--- src/rtl/dma_channel_arbiter_if.sv ---
// Bus bundle between the DMA channel arbiter, the DREQ/DACK pins, the CPU hold
// handshake and the register/datapath block.
interface dma_channel_arbiter_if;
  localparam int unsigned NCH = 4;
  localparam int unsigned CHW = 2;

  // Requests and register configuration
  logic [NCH-1:0] DREQ;
  logic [NCH-1:0] mask;
  logic [NCH-1:0] sw_req;
  logic [NCH-1:0] mode_block;
  logic           cmd_disable;
  logic           cmd_rot_prio;
  logic           cmd_dreq_low;
  logic           cmd_dack_high;
  logic           cmd_compressed;

  // Datapath status and external handshake
  logic           addr_lo_wrap;
  logic           tc_in;
  logic           EOP_N;
  logic           HLDA;

  // Arbiter results and strobes
  logic           HRQ;
  logic [NCH-1:0] DACK;
  logic           grant_vld;
  logic [CHW-1:0] grant_ch;
  logic           ld_addr;
  logic           xfer_stb;
  logic [NCH-1:0] tc_done;
  logic [NCH-1:0] req_pending;

  modport slave (
    input  DREQ, mask, sw_req, mode_block,
    input  cmd_disable, cmd_rot_prio, cmd_dreq_low, cmd_dack_high, cmd_compressed,
    input  addr_lo_wrap, tc_in, EOP_N, HLDA,
    output HRQ, DACK, grant_vld, grant_ch, ld_addr, xfer_stb, tc_done, req_pending
  );

  modport master (
    output DREQ, mask, sw_req, mode_block,
    output cmd_disable, cmd_rot_prio, cmd_dreq_low, cmd_dack_high, cmd_compressed,
    output addr_lo_wrap, tc_in, EOP_N, HLDA,
    input  HRQ, DACK, grant_vld, grant_ch, ld_addr, xfer_stb, tc_done, req_pending
  );
endinterface

--- src/rtl/dma_channel_arbiter.sv ---
// Priority arbiter and S0/S1/S2/S4 transfer-timing sequencer for the 4-channel
// 8237A-style DMA block. Arbitration happens only in SI; the winner owns the bus
// until SREL.
// Optional feature macro: DMA_COMPRESSED_TIMING_EN (2-cycle block transfers when
// cmd_compressed = 1; S1 is revisited only when the low address byte wraps).
module dma_channel_arbiter (
  input logic                  CLK,
  input logic                  RESET,
  dma_channel_arbiter_if.slave bus
);
  localparam int unsigned NCH = 4;
  localparam int unsigned CHW = 2;

  typedef enum logic [2:0] {SI, S0, S1, S2, S4, SREL} state_t;

  state_t         state;
  logic [CHW-1:0] prio_ptr;
  logic           end_flag;

  logic [NCH-1:0] valid;
  logic [CHW-1:0] winner;
  logic [NCH-1:0] grant_oh;
  logic [NCH-1:0] dack_idle;
  logic [NCH-1:0] dack_on;
  logic           ended;
  logic           skip_s1;

  // First valid channel searching upward from start, wrapping 3 -> 0
  function automatic logic [CHW-1:0] pick(input logic [NCH-1:0] v,
                                          input logic [CHW-1:0] start);
    logic [CHW-1:0] idx;
    pick = start;
    for (int k = int'(NCH) - 1; k >= 0; k--) begin
      idx = start + CHW'(k);
      if (v[idx]) pick = idx;
    end
  endfunction

  // Request qualification: polarity, mask, software request, global disable
  always_comb begin
    valid = ((bus.DREQ ^ {NCH{bus.cmd_dreq_low}}) & ~bus.mask) | bus.sw_req;
    if (bus.cmd_disable) valid = '0;
  end

  assign winner    = pick(valid, bus.cmd_rot_prio ? prio_ptr : CHW'(0));
  assign grant_oh  = NCH'(1) << bus.grant_ch;
  assign dack_idle = {NCH{~bus.cmd_dack_high}};
  assign dack_on   = bus.cmd_dack_high ? grant_oh : ~grant_oh;
  assign ended     = bus.tc_in | ~bus.EOP_N | end_flag;

`ifdef DMA_COMPRESSED_TIMING_EN
  assign skip_s1 = bus.cmd_compressed & ~bus.addr_lo_wrap;
`else
  logic unused_compressed;
  assign unused_compressed = ^{bus.cmd_compressed, bus.addr_lo_wrap};
  assign skip_s1 = 1'b0;
`endif

  // Sequencer; every output is registered and reflects the state being entered
  always_ff @(posedge CLK) begin
    if (RESET) begin
      state           <= SI;
      prio_ptr        <= '0;
      end_flag        <= 1'b0;
      bus.HRQ         <= 1'b0;
      bus.DACK        <= dack_idle;
      bus.grant_vld   <= 1'b0;
      bus.grant_ch    <= '0;
      bus.ld_addr     <= 1'b0;
      bus.xfer_stb    <= 1'b0;
      bus.tc_done     <= '0;
      bus.req_pending <= '0;
    end else begin
      bus.ld_addr     <= 1'b0;
      bus.xfer_stb    <= 1'b0;
      bus.tc_done     <= '0;
      bus.DACK        <= dack_idle;
      bus.req_pending <= valid;
      unique case (state)
        SI: begin
          if (|valid) begin
            bus.grant_ch  <= winner;
            bus.grant_vld <= 1'b1;
            bus.HRQ       <= 1'b1;
            state         <= S0;
          end
        end
        S0: begin
          if (bus.HLDA) begin
            bus.ld_addr <= 1'b1;
            bus.DACK    <= dack_on;
            state       <= S1;
          end
        end
        S1: begin
          if (!bus.HLDA) begin
            bus.HRQ       <= 1'b0;
            bus.grant_vld <= 1'b0;
            state         <= SREL;
          end else begin
            bus.DACK <= dack_on;
            state    <= S2;
          end
        end
        S2: begin
          if (!bus.EOP_N) end_flag <= 1'b1;
          if (!bus.HLDA) begin
            bus.HRQ       <= 1'b0;
            bus.grant_vld <= 1'b0;
            state         <= SREL;
          end else begin
            bus.xfer_stb <= 1'b1;
            bus.DACK     <= dack_on;
            state        <= S4;
          end
        end
        S4: begin
          if (!bus.HLDA || ended || !bus.mode_block[bus.grant_ch]) begin
            if (bus.HLDA && ended) bus.tc_done <= grant_oh;
            bus.HRQ       <= 1'b0;
            bus.grant_vld <= 1'b0;
            state         <= SREL;
          end else if (skip_s1) begin
            bus.DACK <= dack_on;
            state    <= S2;
          end else begin
            bus.ld_addr <= 1'b1;
            bus.DACK    <= dack_on;
            state       <= S1;
          end
        end
        SREL: begin
          prio_ptr <= bus.grant_ch + CHW'(1);
          end_flag <= 1'b0;
          state    <= SI;
        end
        default: state <= SI;
      endcase
    end
  end
endmodule

--- src/flat_wrapper.sv ---
// flat-port wrapper written by rule: the top's interface ports become plain ports
module dma_channel_arbiter_flat 
  (CLK, RESET, bus_DREQ, bus_mask, bus_sw_req, bus_mode_block, bus_cmd_disable, bus_cmd_rot_prio, bus_cmd_dreq_low, bus_cmd_dack_high, bus_cmd_compressed, bus_addr_lo_wrap, bus_tc_in, bus_EOP_N, bus_HLDA, bus_HRQ, bus_DACK, bus_grant_vld, bus_grant_ch, bus_ld_addr, bus_xfer_stb, bus_tc_done, bus_req_pending);
  dma_channel_arbiter_if bus_i ();
  input logic CLK;
  input logic RESET;
  input wire logic [$bits(bus_i.DREQ)-1:0] bus_DREQ;
  input wire logic [$bits(bus_i.mask)-1:0] bus_mask;
  input wire logic [$bits(bus_i.sw_req)-1:0] bus_sw_req;
  input wire logic [$bits(bus_i.mode_block)-1:0] bus_mode_block;
  input wire logic [$bits(bus_i.cmd_disable)-1:0] bus_cmd_disable;
  input wire logic [$bits(bus_i.cmd_rot_prio)-1:0] bus_cmd_rot_prio;
  input wire logic [$bits(bus_i.cmd_dreq_low)-1:0] bus_cmd_dreq_low;
  input wire logic [$bits(bus_i.cmd_dack_high)-1:0] bus_cmd_dack_high;
  input wire logic [$bits(bus_i.cmd_compressed)-1:0] bus_cmd_compressed;
  input wire logic [$bits(bus_i.addr_lo_wrap)-1:0] bus_addr_lo_wrap;
  input wire logic [$bits(bus_i.tc_in)-1:0] bus_tc_in;
  input wire logic [$bits(bus_i.EOP_N)-1:0] bus_EOP_N;
  input wire logic [$bits(bus_i.HLDA)-1:0] bus_HLDA;
  output wire logic [$bits(bus_i.HRQ)-1:0] bus_HRQ;
  output wire logic [$bits(bus_i.DACK)-1:0] bus_DACK;
  output wire logic [$bits(bus_i.grant_vld)-1:0] bus_grant_vld;
  output wire logic [$bits(bus_i.grant_ch)-1:0] bus_grant_ch;
  output wire logic [$bits(bus_i.ld_addr)-1:0] bus_ld_addr;
  output wire logic [$bits(bus_i.xfer_stb)-1:0] bus_xfer_stb;
  output wire logic [$bits(bus_i.tc_done)-1:0] bus_tc_done;
  output wire logic [$bits(bus_i.req_pending)-1:0] bus_req_pending;
  assign bus_i.DREQ = bus_DREQ;
  assign bus_i.mask = bus_mask;
  assign bus_i.sw_req = bus_sw_req;
  assign bus_i.mode_block = bus_mode_block;
  assign bus_i.cmd_disable = bus_cmd_disable;
  assign bus_i.cmd_rot_prio = bus_cmd_rot_prio;
  assign bus_i.cmd_dreq_low = bus_cmd_dreq_low;
  assign bus_i.cmd_dack_high = bus_cmd_dack_high;
  assign bus_i.cmd_compressed = bus_cmd_compressed;
  assign bus_i.addr_lo_wrap = bus_addr_lo_wrap;
  assign bus_i.tc_in = bus_tc_in;
  assign bus_i.EOP_N = bus_EOP_N;
  assign bus_i.HLDA = bus_HLDA;
  assign bus_HRQ = bus_i.HRQ;
  assign bus_DACK = bus_i.DACK;
  assign bus_grant_vld = bus_i.grant_vld;
  assign bus_grant_ch = bus_i.grant_ch;
  assign bus_ld_addr = bus_i.ld_addr;
  assign bus_xfer_stb = bus_i.xfer_stb;
  assign bus_tc_done = bus_i.tc_done;
  assign bus_req_pending = bus_i.req_pending;
  dma_channel_arbiter u_core (.CLK(CLK), .RESET(RESET), .bus(bus_i));
endmodule
--- config.mk ---
export PLATFORM = sky130hd
export DESIGN_NAME = dma_channel_arbiter_flat
export DESIGN_NICKNAME = d
export VERILOG_FILES = /design/src/rtl/dma_channel_arbiter_if.sv /design/src/rtl/dma_channel_arbiter.sv /design/src/flat_wrapper.sv
export SDC_FILE = /design/constraint.sdc
export NUM_CORES = 1
export LEC_CHECK = 0
export BUFFER_PORTS_ARGS = -buffer_cell sky130_fd_sc_hd__buf_2
export CELL_PAD_IN_SITES_DETAIL_PLACEMENT = 1
export CELL_PAD_IN_SITES_GLOBAL_PLACEMENT = 2
export CORE_ASPECT_RATIO = 1.2
export CORE_MARGIN = 10
export CORE_UTILIZATION = 31
export CTS_BUF_LIST = sky130_fd_sc_hd__clkbuf_4
export CTS_CLUSTER_DIAMETER = 120
export DETAILED_ROUTE_END_ITERATION = 8
export PLACE_DENSITY_LB_ADDON = 0.1
export SYNTH_ARGS = -nofsm -noshare
export SYNTH_HDL_FRONTEND = slang
export SYNTH_SLANG_ARGS = --single-unit
--- constraint.sdc ---
create_clock -name CLK -period 2.6 [get_ports CLK]
set_input_delay 0.26 -clock CLK [delete_from_list [all_inputs] [get_ports CLK]]
set_output_delay 0.26 -clock CLK [all_outputs]
set_load 0.005 [all_outputs]
; Yosys cells after proc, flatten, opt, wreduce, memory -nomap -nowiden
; Cells that the tools add are included.
[op_classes]
addsub = 4
order_cmp = 5
n_eq_ne = 10
shift = 1
muxes = 36
bitwise_logic = 13
reduce_logical = 17
[ops]
columns = op, n
row1 = 4-bit 2-to-1 mux, 5
row2 = 2-bit by 3-bit less-than comparator with 1-bit output (second input constant), 5
row3 = 3-bit one-hot mux with 5 select lines, 1
row4 = 1-bit 2-to-1 mux, 12
row5 = 3-bit 2-to-1 mux, 4
row6 = 1-bit binary-select mux with 2-bit select, 5
row7 = 2-bit 2-to-1 mux, 5
row8 = 4-bit NOT, 2
row9 = 4-bit one-hot mux with 2 select lines, 1
row10 = 4-bit OR reduction, 2
row11 = 3-bit by 2-bit == test with 1-bit output (second input constant), 2
row12 = 3-bit == test (second input constant), 2
row13 = 2-bit inequality test (second input constant), 3
row14 = 1-bit NOT, 6
row15 = 2-bit AND reduction, 3
row16 = 2-bit by 1-bit adder with 2-bit output (second input constant), 2
row17 = 2-bit adder (second input constant), 2
row18 = 4-bit AND, 1
row19 = 2-bit by 1-bit inequality test with 1-bit output (second input constant), 2
row20 = 4-bit bitwise OR, 1
row21 = 1-bit one-hot mux with 2 select lines, 2
row22 = 4-bit AND reduction, 1
row23 = 2-bit OR reduction, 2
row24 = 1-bit by 2-bit left shift with 4-bit output (first input constant), 1
row25 = other kinds (11), 14
[word_totals]
ff_bits = 23
output_inout_bits = 18
word_cells = 96

; Logic depth before layout (Yosys ltp)
; Gate-level depths: netlist (run 1).
[depth]
depth_word = 10
ltp_mapped = 9
mapped_depth_nobuf = 7

; Worst setup path before layout (run 1)
; OpenSTA, ideal clock, no wires.
[synth_timing]
kind = reg2reg
startpoint = register u_core.prio_ptr[0]
endpoint = register u_core.bus.grant_ch[0]
t_arrival_ps = 1684
setup_slack_ps = 854
path_stages_with_launch = 8
n_path_buf = 1
synth_period_minus_slack_ps = 1746
cell_sequence = dfxtp_1 clkbuf_1 nand2_1 a2111o_1 a21oi_1 a31oi_1 or4_1 nand3_1
[synth_via]
elab_chain_cells = 8
[synth_lines]
columns = element, line
row1 = from (decl), dma_channel_arbiter.sv:17  ; logic [CHW-1:0] prio_ptr;
row2 = from (signal assigned), dma_channel_arbiter.sv:133  ; prio_ptr <= bus.grant_ch + CHW'(1);
row3 = 2-bit 2-to-1 mux (*), dma_channel_arbiter.sv:45  ; assign winner = pick(valid, bus.cmd_rot_prio ? prio_ptr : CHW'(0));
row4 = 2-bit adder, dma_channel_arbiter.sv:34  ; idx = start + CHW'(k);
row5 = 1-bit binary-select mux with 2-bit select, dma_channel_arbiter.sv:35  ; if (v[idx]) pick = idx;
row6 = 1-bit 2-to-1 mux (implied by the code), dma_channel_arbiter.sv:35
row7 = 2-bit 2-to-1 mux (3 in a row), dma_channel_arbiter.sv:35
row8 = 2-bit 2-to-1 mux (*), dma_channel_arbiter.sv:35
row9 = to (signal assigned), dma_channel_arbiter.sv:82  ; bus.grant_ch <= winner;
row10 = to (decl), dma_channel_arbiter_if.sv:38  ; output HRQ, DACK, grant_vld, grant_ch, ld_addr, xfer_stb, tc_done, req_pending
; Every way passes the cells marked *; elsewhere a longest branch is shown, timed or not. The select of a mux whose other input is x is not followed.
; A chain may end at the register's enable or synchronous reset.

; Worst setup path after layout (run 1)
[layout_timing]
startpoint = register u_core.bus.grant_ch[0]
endpoint = register u_core.bus.DACK[1]
[layout_via]
elab_chain_cells = 7
[layout_lines]
columns = element, line
row1 = 1-bit binary-select mux with 2-bit select, dma_channel_arbiter.sv:118  ; if (!bus.HLDA || ended || !bus.mode_block[bus.grant_ch]) begin
row2 = 1-bit 2-to-1 mux (implied by the code), dma_channel_arbiter.sv:118
row3 = 1-bit logical NOT, dma_channel_arbiter.sv:118
row4 = 1-bit logical OR, dma_channel_arbiter.sv:118
row5 = 4-bit 2-to-1 mux, dma_channel_arbiter.sv:118
row6 = 4-bit one-hot mux with 2 select lines (*), dma_channel_arbiter.sv:79  ; unique case (state)
row7 = 4-bit 2-to-1 mux (*), dma_channel_arbiter.sv:61  ; if (RESET) begin
row8 = to (signal assigned), dma_channel_arbiter.sv:66  ; bus.DACK <= dack_idle;
row9 = to (signal assigned), dma_channel_arbiter.sv:77  ; bus.DACK <= dack_idle;
row10 = to (signal assigned), dma_channel_arbiter.sv:124  ; bus.DACK <= dack_on;
row11 = to (decl), dma_channel_arbiter_if.sv:38
; Marked as above.

==> results of run 1 <==
==> Yosys cell counts (2+ instances only) <==
cell type | number | area share
clkbuf_1 | 8 | 0.022
mux2i_1 | 2 | 0.015
dfxtp_1 | 23 | 0.34
nand3_1 | 3 | 0.011
nand2_1 | 12 | 0.033
o2bb2ai_1 | 2 | 0.013
a21oi_1 | 10 | 0.036
buf_2 | 2 | 0.0073
xor2_1 | 2 | 0.013
nor4_1 | 2 | 0.0091
ha_1 | 4 | 0.036
nor4b_1 | 2 | 0.013
o22a_1 | 3 | 0.019
nor3_1 | 7 | 0.025
a32oi_1 | 2 | 0.013
nand3b_1 | 2 | 0.011
o21ai_0 | 8 | 0.029
a2bb2oi_1 | 3 | 0.019
a21oi_2 | 2 | 0.013
o21bai_1 | 3 | 0.016
nand2b_1 | 3 | 0.014
a31oi_1 | 4 | 0.018
xnor2_1 | 3 | 0.019
a211oi_1 | 2 | 0.011
nor2_1 | 13 | 0.036
inv_1 | 8 | 0.022
nor2b_1 | 2 | 0.0091
and2_1 | 7 | 0.032
==> power by group through the flow <==
stage | Combinational [W] | Clock (W) | Sequential, W
6_report | 0.000166 | 0.000172 | 0.000381
5_1_grt | 0.000189 | 0.000190 | 0.000385
3_5_place_dp | 0.000168 | 0 | 0.000389
2_1_floorplan | 0.000108 | 0 | 0.000386
3_3_place_gp | 0.000162 | 0 | 0.000389
4_1_cts | 0.000168 | 0.000178 | 0.000381
==> sequential cells by signal, summed over array words and instances (netlist names) <==
| name | flops |
|---|---|
| u_core.bus.grant_ch | 2 |
| u_core.state | 3 |
| u_core.bus.HRQ | 1 |
| u_core.bus.xfer_stb | 1 |
| u_core.prio_ptr | 2 |
| u_core.bus.tc_done | 4 |
| u_core.bus.req_pending | 4 |
| u_core.bus.ld_addr | 1 |
| u_core.end_flag | 1 |
| u_core.bus.DACK | 4 |
==> kinds of logic (layout without fill, tap and decap cells) <==
family	after synthesis	after routing	synth area share
simple gates	59	59	0.229
flops	23	23	0.335
buf+inv	19	54	0.0565
mux	4	4	0.0392
compound gates	51	51	0.272
fa+ha+maj	4	4	0.0364
xor+xnor	5	5	0.0319
==> worst paths after layout <==
check / slack [ps] / end / cells past startpoint / start
worst max-delay path: 660 / u_core.bus.DACK[1]$_DFF_P_ / 6 / u_core.bus.grant_ch[0]$_SDFFE_PP0P_
worst min-delay path: 280 / u_core.bus.req_pending[0]$_SDFF_PP0_ / 3 / bus_sw_req[0]
worst max register to register: 660 / u_core.bus.DACK[1]$_DFF_P_ / 6 / u_core.bus.grant_ch[0]$_SDFFE_PP0P_
worst min register to register: 510 / u_core.bus.HRQ$_SDFFE_PP0P_ / 2 / u_core.bus.HRQ$_SDFFE_PP0P_
==> worst register-to-register path, delay by kind of cell (launching register included) <==
| kind | cells | cell delay, ps |
|---|---|---|
| flops | 1 | 490 |
| mux | 1 | 550 |
| simple gates | 2 | 380 |
| compound gates | 3 | 430 |
==> metal layers <==
metal | share of wire | wire, µm | global-route usage
met1 | 0.38 | 1570 | 0.117
met2 | 0.57 | 2360 | 0.225
met3 | 0.048 | 202 | 0.0203
met4 | 0.0096 | 40 | 0.0390
met5 | 0 | 0 | 0
==> metrics by stage <==
stage	std cells	utilization	power, W
after detailed placement	252	0.377	0.000558
after global placement	252	0.377	0.000551
after global routing	256	0.383	0.000764
final	256	0.383	0.000720
after floorplan	165	-	0.000493
after CTS	256	0.383	0.000728
==> area by class of cell <==
cell class / count / area [µm²] / area share
Clock buffer: 3 / 22.5 / 0.0138
Clock inverter: 1 / 5.00 / 0.00306
Inverter: 8 / 30.0 / 0.0184
Multi-Input combinational cell: 123 / 836 / 0.511
Sequential cell: 23 / 460 / 0.282
Tap cell: 56 / 70.1 / 0.0429
Timing Repair Buffer: 42 / 210 / 0.129
==> metrics.cfg, run 1 <==
[timing]
period_minus_slack_ps=1940
slew_viol_final=0
hold_ws_ps=284
slew_headroom=0.616
worst_slack_ps=656
grt_setup_unrepaired=false
hold_viol_final=0
final.setup.tns_ps=0
setup_viol=0
fin_crit_sh=0.748
skew_ps=3.63
maxClockFrequency_mhz=514
tightest_slew_ps=569

[place]
numPortBuffers=42
place_hpwl_mm=3.35
pre_cts_ws_ps=481
place_congestion=0.834
dpl_cell_area_um2=1610

[setup_path]
worstPathRequired_ps=2840
start_kind=flop
cp_cell_sequence=mux4_2 > and2_1 > nand2_1 > o2bb2ai_1 > a22oi_1 > o21ai_0
crit_path_max_fanout=7
worst_path_largest_cell_delay_ps=550
end_kind=flop
cp.buffers_inverters=0
arrival_ps=2190
path_delay_family=multiplexers
path_class=reg2reg
crit_slowest_cell=mux4_2

[cts]
cts.repair.resized=0
root_buffer=clkbuf_4
cts_hold_buf=0
clock_latency_ps=320
post-cts-setup-buffer-count=0
cts_buffer_depth=2
cts_buffers=3
clk_pin_slew_ps=130
clock_sinks=23
tritoncts=built
htree_levels=1

[final_layout]
insertedDiodeCount=0
num-nets-final=232
fill_cells=545
stdcell_area_um2=1630
drive_gt1_frac=0.265
final_cell_mix=buf_2 (42), dfxtp_1 (23), nor2_1 (13)
synthToLayoutAreaGrowth_pct=18.9
final_common_cell=buf_2

[floorplanning]
start_util=0.322
core.rowCount=26
io_pins=45
fp.coreArea_um2=4260
dieHeight_um=92.9
die_w_um=80.8
dieArea_um2=7510

[drt]
wirelength_mm=4.18
drt_iter0_markers=63
vias=1390
drc=0
viasPerCell=5.43
drtAntennaViolNets=0
drtPass1Iterations=4
post_drt_wl_per_cell_um=16.3

[power]
clock_power_share=0.239
p_leak_nw=0.682
switching_share=0.307
irDropWorstVdd_v=0.000131
p_sw_w=0.000221
power_density_nw_per_um2=440
p_seq_frac=0.530
p_int_w=0.000499
comb_power_share=0.231

[synthesis]
ys_warn_count=0
syn_nets=196
async_flop_share=0
synth_cell_types=49
seq_area_frac_synth=0.335
syn_inst=165
avgSynthCellArea_um2=8.33
ys.flop_type=dfxtp_1
synth.cell_area_um2=1370
synth-edff-count=0
ys_ff_latch=23

[grt]
grt_pass1_wl_mm=7.11
grt.overflow.total=0
grtUsageTotal=0.115
grt_max_degree=25
antenna_found_initial=0
grt_pass1_vias=1479

[min_path]
worst_hold_path_type=in2reg

[run]
cap_viol_max_count=0

[run_status]
outcome=finished clean

(Power assumes the default switching activity.)
==> run 2, diff against run 1 <==
- CORE_UTILIZATION: 31 -> 29
- clock period: 2.6 -> 1.9 ns (I/O delays scaled with it)
==> run 2 against run 1 <==
Against the previous run:
- clock skew is 2.4 ps higher
- power is 42% higher
- clock power is 45% higher
- critical endpoint is now u_core.bus.HRQ$_SDFFE_PP0P_
- highest routed layer unchanged
- via count is 1.7% higher
- cell count is 5.5% higher
- first-iteration DRC count is 41% higher
- register-to-register slack worse by 540 ps
- sequential power is 36% higher
- die area is 5.3% higher
==> metrics.cfg, run 2 (synthesis results as in run 1) <==
[drt]
wirelength_mm=4.26  ; +1.9%
vias=1414  ; +1.7%
viasPerCell=5.24  ; -3.5%
drt_iter0_markers=89  ; +41%
drtPass1Iterations=4  ; unchanged
post_drt_wl_per_cell_um=15.8  ; -3.3%
drtAntennaViolNets=0  ; unchanged
drc=0  ; unchanged

[run_status]
outcome=finished clean

[setup_path]
end_kind=flop
reg2reg_slack_ps=120  ; -540 ps
arrival_ps=1980  ; -210 ps
worstReg2RegEnd=u_core.bus.HRQ$_SDFFE_PP0P_
r2r-start=u_core.bus.grant_ch[0]$_SDFFE_PP0P_
worstPathRequired_ps=2100  ; -740 ps
start_kind=flop
ff2ff_path_depth=6  ; unchanged
path_class=reg2reg
crit_path_max_fanout=5  ; -2

[grt]
met1_usage=0.105  ; -0.0123
use_met2=0.216  ; -0.00824
grt_pass1_vias=1532  ; +3.6%
busiest_layer=met2
grt_pass1_wl_mm=7.21  ; +1.4%
antenna_found_initial=0  ; unchanged
met3_usage=0.0154  ; -0.00495
grt.overflow.total=0  ; unchanged
grtUsageTotal=0.108  ; -0.00789
grt_max_degree=25  ; unchanged

[final_layout]
drive_gt1_frac=0.316  ; +0.0510
num-nets-final=244  ; +5.2%
final_cell_mix=buf_2 (42), dfxtp_1 (22), nor2_1 (13)
final_common_cell=buf_2
insertedDiodeCount=0  ; unchanged
fill_cells=592  ; +8.6%
stdcell_area_um2=1730  ; +6.1%
final-instance-count-excl-fill=270  ; +5.5%
top_regs=u_core.bus.DACK: 4 flops, u_core.bus.req_pending: 4 flops, u_core.bus.tc_done: 4 flops
synthToLayoutAreaGrowth_pct=26.2

[place]
dp_cells=266  ; +5.6%
pre_cts_ws_ps=15.3  ; -466 ps
place_hpwl_mm=3.50  ; +4.6%
place_congestion=0.821  ; -1.6%
dpl_cell_area_um2=1700  ; +5.8%
numPortBuffers=42  ; unchanged

[cts]
tritoncts=built
cts_hold_buf=0  ; unchanged
cts_buffers=3  ; unchanged
cts_buffer_depth=2  ; unchanged
clk_pin_slew_ps=140  ; about the same
root_buffer=clkbuf_4
htree_levels=1  ; unchanged
post-cts-setup-buffer-count=0  ; unchanged
cts.repair.resized=0  ; unchanged
clock_sinks=23  ; unchanged
clock_latency_ps=310  ; about the same

[min_path]
holdPathStages=2  ; -1
hold_start=bus_cmd_disable
hold_path_end=u_core.bus.req_pending[0]$_SDFF_PP0_
worst_hold_path_type=in2reg

[timing]
fin_crit_sh=0.936  ; +0.189
setup_viol=0  ; unchanged
tightest_slew_ps=551  ; -17.4 ps
worst_slack_ps=121  ; -535 ps
slew_viol_final=0  ; unchanged
maxClockFrequency_mhz=562  ; +9.3%
period_minus_slack_ps=1780  ; -165 ps
skew_ps=6.04  ; +2.41 ps
final.setup.tns_ps=0  ; unchanged
slew_headroom=0.627  ; +0.0118
hold_viol_final=0  ; unchanged
grt_setup_unrepaired=false

[floorplanning]
dieHeight_um=95.4  ; +2.7%
start_util=0.299  ; -0.0234
io_pins=45  ; unchanged
die_w_um=82.8  ; +2.6%
dieArea_um2=7900  ; +5.3%
core.rowCount=27  ; +3.8%
fp.coreArea_um2=4590  ; +7.8%

[power]
irDropWorstVdd_v=0.000202  ; +54%
power_density_nw_per_um2=590  ; +34%
p_leak_nw=0.744  ; +9.2%

[run]
cap_viol_max_count=0  ; unchanged

run 2: per-stage QoR:
step                utilization  total power, W  hold WS (ps)
floorplan                     -        0.000675           367
global placement          0.370        0.000779           496
detailed placement        0.370        0.000787           539
CTS                       0.376         0.00103           205
global route              0.377         0.00109           220
finish                    0.377         0.00102           219
run 2: cell type report:
class | instances | area (µm²) | share of cell area
flip-flops and latches | 23 | 462 | 0.266
repair buffers | 54 | 300 | 0.173
multi-input cells | 123 | 840 | 0.484
clock buffers | 4 | 30.0 | 0.0173
inverters | 8 | 30.0 | 0.0173
well taps | 58 | 72.6 | 0.0418
run 2: where the power goes:
group | switching, W | total, W | leakage, nW | internal [W]
logic | 0.000135 | 0.000254 | 0.537 | 0.000119
clock network | 0.000154 | 0.000250 | 0.0184 | 0.0000961
registers | 0.0000150 | 0.000519 | 0.189 | 0.000504
run 2: worst max path at each step:
stage / start / end / slack (ps)
floorplan: u_core.prio_ptr[0]$_SDFFE_PP0P_ / u_core.bus.grant_ch[0]$_SDFFE_PP0P_ / 150
global placement: bus_cmd_dreq_low / u_core.bus.grant_ch[0]$_SDFFE_PP0P_ / 40
detailed placement: bus_cmd_dreq_low / u_core.bus.grant_ch[0]$_SDFFE_PP0P_ / 20
CTS: u_core.prio_ptr[1]$_SDFFE_PP0P_ / u_core.bus.grant_ch[0]$_SDFFE_PP0P_ / 110
global route: u_core.prio_ptr[0]$_SDFFE_PP0P_ / u_core.bus.grant_ch[0]$_SDFFE_PP0P_ / 30
finish: u_core.bus.grant_ch[0]$_SDFFE_PP0P_ / u_core.bus.HRQ$_SDFFE_PP0P_ / 120
run 2: metal layers:
metal / up-vias / share of wire
met3: 6 / 0.027
met4: 0 / 0.022
met5: - / 0
met2: 26 / 0.57
met1: 688 / 0.38
li1: 694 / -
run 2: critical path, cell delays in order (launching register included):
cell and delay, ps:
dfxtp_1 380, mux4_2 510, and2_1 240, nand2_1 160, nand2_1 130, o311ai_0 130
a21oi_1 120
